**src/rtl/dmem_ctrl_if.sv**
```systemverilog
// Request/response bundle for dmem_ctrl: valid/ready request side, one-cycle
// response side, and the clear-in-progress status.
interface dmem_ctrl_if;
  logic        req_valid;
  logic        req_ready;
  logic        req_we;
  logic [2:0]  req_funct3;
  logic [31:0] req_addr;
  logic [31:0] req_wdata;
  logic        rsp_valid;
  logic [31:0] rsp_rdata;
  logic        rsp_fault;
  logic        busy;

  modport master (
    output req_valid, req_we, req_funct3, req_addr, req_wdata,
    input  req_ready, rsp_valid, rsp_rdata, rsp_fault, busy
  );

  modport slave (
    input  req_valid, req_we, req_funct3, req_addr, req_wdata,
    output req_ready, rsp_valid, rsp_rdata, rsp_fault, busy
  );
endinterface

```
**src/rtl/dmem_ctrl.sv**
```systemverilog
// Clocked RV32I data memory: byte/half/word loads and stores with extension,
// fault detection, and an optional one-word-per-cycle clear after reset.
module dmem_ctrl #(
  parameter int unsigned DEPTH_WORDS    = 64,
  parameter bit          CLEAR_ON_RESET = 1'b1
) (
  input  logic        clk,
  input  logic        reset,
  dmem_ctrl_if.slave  bus
);

  localparam int unsigned AW = $clog2(DEPTH_WORDS);

  localparam logic [0:0] CLEAR = 1'b0;
  localparam logic [0:0] IDLE  = 1'b1;

  logic [0:0]    state;
  logic [AW-1:0] clr_idx;
  logic [31:0]   mem [DEPTH_WORDS];

  logic          accept;
  logic [AW-1:0] widx;
  logic [1:0]    lane;
  logic          out_of_range;
  logic          misaligned;
  logic          bad_size;
  logic          bad_store;
  logic          fault;
  logic [3:0]    be;
  logic [31:0]   wlane;
  logic [31:0]   rword;
  logic [7:0]    bsel;
  logic [15:0]   hsel;
  logic [31:0]   rsp_next;

  logic          rsp_valid_q;
  logic [31:0]   rsp_rdata_q;
  logic          rsp_fault_q;

  assign bus.req_ready = (state == IDLE);
  assign bus.busy      = (state == CLEAR);
  assign bus.rsp_valid = rsp_valid_q;
  assign bus.rsp_rdata = rsp_rdata_q;
  assign bus.rsp_fault = rsp_fault_q;

  assign accept = bus.req_valid && (state == IDLE);
  assign widx   = bus.req_addr[AW+1:2];
  assign lane   = bus.req_addr[1:0];

  // Power-of-two depth: any set bit above the index field is out of range.
  assign out_of_range = |bus.req_addr[31:AW+2];

  always_comb begin
    misaligned = 1'b0;
    bad_size   = 1'b0;
    bad_store  = 1'b0;
    case (bus.req_funct3)
      3'b000: ;
      3'b001: misaligned = bus.req_addr[0];
      3'b010: misaligned = |bus.req_addr[1:0];
      3'b100: bad_store  = bus.req_we;
      3'b101: begin
        misaligned = bus.req_addr[0];
        bad_store  = bus.req_we;
      end
      default: bad_size = 1'b1;
    endcase
    fault = out_of_range | misaligned | bad_size | bad_store;
  end

  always_comb begin
    be    = 4'b0000;
    wlane = '0;
    case (bus.req_funct3[1:0])
      2'b00: begin
        be    = 4'b0001 << lane;
        wlane = {4{bus.req_wdata[7:0]}};
      end
      2'b01: begin
        be    = lane[1] ? 4'b1100 : 4'b0011;
        wlane = {2{bus.req_wdata[15:0]}};
      end
      default: begin
        be    = 4'b1111;
        wlane = bus.req_wdata;
      end
    endcase
  end

  // Reads come from the array as it stands after the previous edge, so a load
  // right behind a store to the same word already sees the new bytes.
  assign rword = mem[widx];
  assign hsel  = lane[1] ? rword[31:16] : rword[15:0];

  always_comb begin
    bsel = rword[7:0];
    case (lane)
      2'd0: bsel = rword[7:0];
      2'd1: bsel = rword[15:8];
      2'd2: bsel = rword[23:16];
      2'd3: bsel = rword[31:24];
      default: bsel = rword[7:0];
    endcase
  end

  always_comb begin
    rsp_next = '0;
    if (!fault && !bus.req_we) begin
      case (bus.req_funct3)
        3'b000:  rsp_next = {{24{bsel[7]}}, bsel};
        3'b001:  rsp_next = {{16{hsel[15]}}, hsel};
        3'b010:  rsp_next = rword;
        3'b100:  rsp_next = {24'h000000, bsel};
        3'b101:  rsp_next = {16'h0000, hsel};
        default: rsp_next = '0;
      endcase
    end
  end

  always_ff @(posedge clk) begin
    if (reset) begin
      state       <= CLEAR_ON_RESET ? CLEAR : IDLE;
      clr_idx     <= '0;
      rsp_valid_q <= 1'b0;
      rsp_rdata_q <= '0;
      rsp_fault_q <= 1'b0;
    end else begin
      rsp_valid_q <= accept;
      if (accept) begin
        rsp_rdata_q <= rsp_next;
        rsp_fault_q <= fault;
      end
      if (state == CLEAR) begin
        clr_idx <= clr_idx + 1'b1;
        if (clr_idx == '1) begin
          state <= IDLE;
        end
      end
    end
  end

  // Array has no reset so contents survive reset when the clear is disabled.
  always_ff @(posedge clk) begin
    if (!reset) begin
      if (state == CLEAR) begin
        mem[clr_idx] <= '0;
      end else if (accept && bus.req_we && !fault) begin
        for (int unsigned i = 0; i < 4; i++) begin
          if (be[i]) begin
            mem[widx][8*i +: 8] <= wlane[8*i +: 8];
          end
        end
      end
    end
  end

endmodule

```
**src/flat_wrapper.sv**
```systemverilog
// flat-port wrapper written by rule: the top's interface ports become plain ports
module dmem_ctrl_flat 
#(
  parameter int unsigned DEPTH_WORDS    = 64,
  parameter bit          CLEAR_ON_RESET = 1'b1
)
  (clk, reset, bus_req_valid, bus_req_we, bus_req_funct3, bus_req_addr, bus_req_wdata, bus_req_ready, bus_rsp_valid, bus_rsp_rdata, bus_rsp_fault, bus_busy);
  dmem_ctrl_if bus_i ();
  input  logic clk;
  input  logic reset;
  input wire logic [$bits(bus_i.req_valid)-1:0] bus_req_valid;
  input wire logic [$bits(bus_i.req_we)-1:0] bus_req_we;
  input wire logic [$bits(bus_i.req_funct3)-1:0] bus_req_funct3;
  input wire logic [$bits(bus_i.req_addr)-1:0] bus_req_addr;
  input wire logic [$bits(bus_i.req_wdata)-1:0] bus_req_wdata;
  output wire logic [$bits(bus_i.req_ready)-1:0] bus_req_ready;
  output wire logic [$bits(bus_i.rsp_valid)-1:0] bus_rsp_valid;
  output wire logic [$bits(bus_i.rsp_rdata)-1:0] bus_rsp_rdata;
  output wire logic [$bits(bus_i.rsp_fault)-1:0] bus_rsp_fault;
  output wire logic [$bits(bus_i.busy)-1:0] bus_busy;
  assign bus_i.req_valid = bus_req_valid;
  assign bus_i.req_we = bus_req_we;
  assign bus_i.req_funct3 = bus_req_funct3;
  assign bus_i.req_addr = bus_req_addr;
  assign bus_i.req_wdata = bus_req_wdata;
  assign bus_req_ready = bus_i.req_ready;
  assign bus_rsp_valid = bus_i.rsp_valid;
  assign bus_rsp_rdata = bus_i.rsp_rdata;
  assign bus_rsp_fault = bus_i.rsp_fault;
  assign bus_busy = bus_i.busy;
  dmem_ctrl #(.DEPTH_WORDS(DEPTH_WORDS), .CLEAR_ON_RESET(CLEAR_ON_RESET)) u_core (.clk(clk), .reset(reset), .bus(bus_i));
endmodule
```
**config.mk**
```make
export PLATFORM = sky130hd
export DESIGN_NAME = dmem_ctrl_flat
export DESIGN_NICKNAME = d
export VERILOG_FILES = /design/src/rtl/dmem_ctrl_if.sv /design/src/rtl/dmem_ctrl.sv /design/src/flat_wrapper.sv
export SDC_FILE = /design/constraint.sdc
export NUM_CORES = 2
export LEC_CHECK = 0
export ABC_CLOCK_PERIOD_IN_PS = 7000
export BUFFER_PORTS_ARGS = -buffer_cell sky130_fd_sc_hd__buf_2
export CELL_PAD_IN_SITES_DETAIL_PLACEMENT = 1
export CELL_PAD_IN_SITES_GLOBAL_PLACEMENT = 2
export CORE_ASPECT_RATIO = 1.5
export CORE_UTILIZATION = 50
export DETAILED_ROUTE_END_ITERATION = 8
export PLACE_DENSITY_LB_ADDON = 0.1
export SKIP_CTS_REPAIR_TIMING = 1
export SLEW_MARGIN = 20
export SYNTH_ARGS = -nofsm -noshare
export SYNTH_HDL_FRONTEND = slang
export SYNTH_SLANG_ARGS = --single-unit
```
**constraint.sdc**
```tcl
create_clock -name clk -period 7 [get_ports clk]
set_input_delay 1.4 -clock clk [delete_from_list [all_inputs] [get_ports clk]]
set_output_delay 1.4 -clock clk [all_outputs]
set_load 0.05 [all_outputs]
```
==> reports/metrics.cfg <==
[synthesis]
yosys_register_bits = 2089
synth.cell_area_um2 = 82300
synth_edf_count = 2048
synthDominantCellAreaShare_pct = 74.8
post_synth_cell_types = 65
synthesis.nets = 4163
dominantRegCellSynth = edfxtp_1
syn_inst = 4091
yosys-top-cells-area = edfxtp_1, mux4_2, mux2i_1
synthesis.yosys.warnings = 0
postSynthAreaPerCell_um2 = 20.1
cell_accounting_for_the_most_synthesized_area = edfxtp_1
synth_sequential_area_ratio_pct = 75.8
postSynth.asyncResetShare_pct = 0

[placement]
dpl.hpwl_um = 154000
routabilityCongestion = 0.852
buffer_ports.inserted = 106
placed_cells_incl_taps = 6234

[cells_and_area]
layout.cells.non_filler = 6588
post_route_cells_drive_above_1_share_pct = 24.4
finish.net_count = 4381
layout.cells.most_common_list = edfxtp_1, mux4_2, nor2_1, mux2i_1, nand2_1
final_common_cell = edfxtp_1
area_growth_syn_to_layout_pct = 12.2

[hold_path]
worstHoldPathType = reg -> reg
worstHoldStart = u_core.bus.rsp_rdata[19]

[global_route]
congestion_overflow_gr = 0
grt_max_degree = 72
first_pass_grt_wire_length_um = 335000
grt_busiest_layer = met2
grt_usage_pct = 28.9
global_route_track_usage_on_met3_pct = 4.02
antenna_found_initial = 15
global_route.usage.met1_pct = 37.5
via_count_of_the_first_global_routing_pass = 43900
grt.met2_usage_pct = 50.0

[sta]
hold_viol_final = 0
final_setup_viols = 0
min_period_over_period_pct = 70.9
setup_tns_ps = 0
rsz0062_at_grt = false
clock_period_minus_worst_slack_ps = 4960
max-slew-margin-rel_pct = 20.1
fin_worst_skew_ps = 29.2
timing.final.max_slew_violations = 0
fmax_mhz = 201
worst-slew-pin-transition_ps = 1200

[clock_network]
clkTransAtPathRegs_ps = 70
worst_skew_pair.late_latency_ps = 830
cts_made_buffers = 189
clockRootBuffer = clkbuf_16
max-clock-path-buffers = 3
clkSinkCount = 2089
cts_tree = yes
cts.htree.levels = 4

[setup_path]
worst_setup_start_kind = register
critical_path.cell_chain = and2_1 > nand4_1 > nor4_1 > buf_4 > and3_1 > buf_4 > mux2i_1 > nand2_4 > buf_12 > nor2_1
timing.critical_path.from = u_core.bus.req_ready
buf_inv_stages_crit_path = 3
crit_path_max_incr_delay_ps = 800
setup.worst_path.end_class = register
reg2reg_from = u_core.bus.req_ready
critPathRequiredTime_ps = 7450
timing_worst_setup_path_type = reg -> reg
crit_path_frequent_cell = buf_4
cp_slowest_cell = dfxtp_1
crit_path_max_fanout = 18
path_delay_family = simple AND/OR/NAND/NOR gates
cp_data_arrival_time_ps = 5410

[floorplanning]
design.core.area_um2 = 164000
die_area_um2 = 166000
die_height_um = 499
top_level_ports = 107
row_count = 182
starting_density_of_the_core_pct = 50.2
die_width_um = 333

[drt]
route.antenna.remaining_nets = 0
iteration_count_of_the_initial_detailed_routing_pass = 5
drt-initial-drc-count = 3921
drt_wl_total_um = 238000
drc_errors = 0
post_drt_wl_per_cell_um = 36.1
via_per_inst = 6.37
vias = 41900

[power]
max_vdd_drop_v = 0.000241
total_leakage_power_nw = 29.2
p_per_area_nw_per_um2 = 273

[status]
outcome = complete, no violations

[run]
max_cap_viol_count = 0

worst min-delay path, stage by stage (launching register included):
cell and delay (ps):
dfxtp_1 330, a22oi_1 80, nand2_1 50
cell usage after synthesis, drive strengths merged (20+ instances only):
library cell  number
and2              20
mux4             468
nor2             329
nand3             24
nand2            222
clkbuf            91
a32oi             26
dfxtp             41
mux2i            272
a21oi             47
a22oi            101
o21ai             27
buf              152
edfxtp          2048
a221oi            27
power breakdown:
part	internal, mW	switching [mW]	leakage (nW)
registers	13.5	0.00949	19.0
clock network	6.08	4.63	3.11
logic	0.286	0.645	7.14
total	19.9	5.28	29.2
kinds of logic (layout without fill, tap and decap cells):
group	Yosys count	count (layout)	share of synthesized area, %
xor+xnor	4	4	0.0426
fa+ha+maj	1	1	0.0152
compound gates	322	322	2.87
simple gates	683	683	3.49
buf+inv	250	628	1.66
other cells	0	3	0
flops	2089	2089	75.8
mux	742	742	16.2
per-layer routing:
layer  vias to the layer above  routed length (µm)
met5                         -                  12
met4                         2                8160
met1                     22700               91100
met2                      1617              124000
met3                       337               15200
li1                      17300                   -
area by class of cell:
type,count,area (µm²)
fill,13900,71400
clock inverter,122,1230
multi-input combinational,1752,18900
sequential,2089,62300
clock buffer,229,5110
timing repair buffer,270,2000
antenna,3,7.51
inverter,7,33.8
tap,2116,2650
worst paths after layout:
path | end | slack (ps) | cells past startpoint
min reg2reg | u_core.bus.rsp_rdata[19] | 500 | 2
min | u_core.bus.rsp_rdata[19] | 500 | 2
max | u_core.mem[0][27] | 2040 | 10
max reg2reg | u_core.mem[0][27] | 2040 | 10
per-stage QoR:
stage	hold WS [ps]	power [mW]	worst slack (ps)	utilization [%]	area, µm²
3_5_place_dp	480	14.8	1350	52.5	85900
2_1_floorplan	535	14.4	1720	-	82300
5_1_grt	560	25.7	1870	56.4	92300
6_report	496	25.2	2040	56.4	92300
4_1_cts	495	25.3	2040	56.4	92300
3_3_place_gp	465	14.8	1360	52.5	85900
state kept, by name, summed over array words and instances (netlist names):
signal                cells
u_core.clr_idx            6
u_core.bus.req_ready      1
u_core.bus.rsp_rdata     32
u_core.mem             2048
u_core.bus.rsp_fault      1
u_core.bus.rsp_valid      1
(Power assumes the default switching activity.)
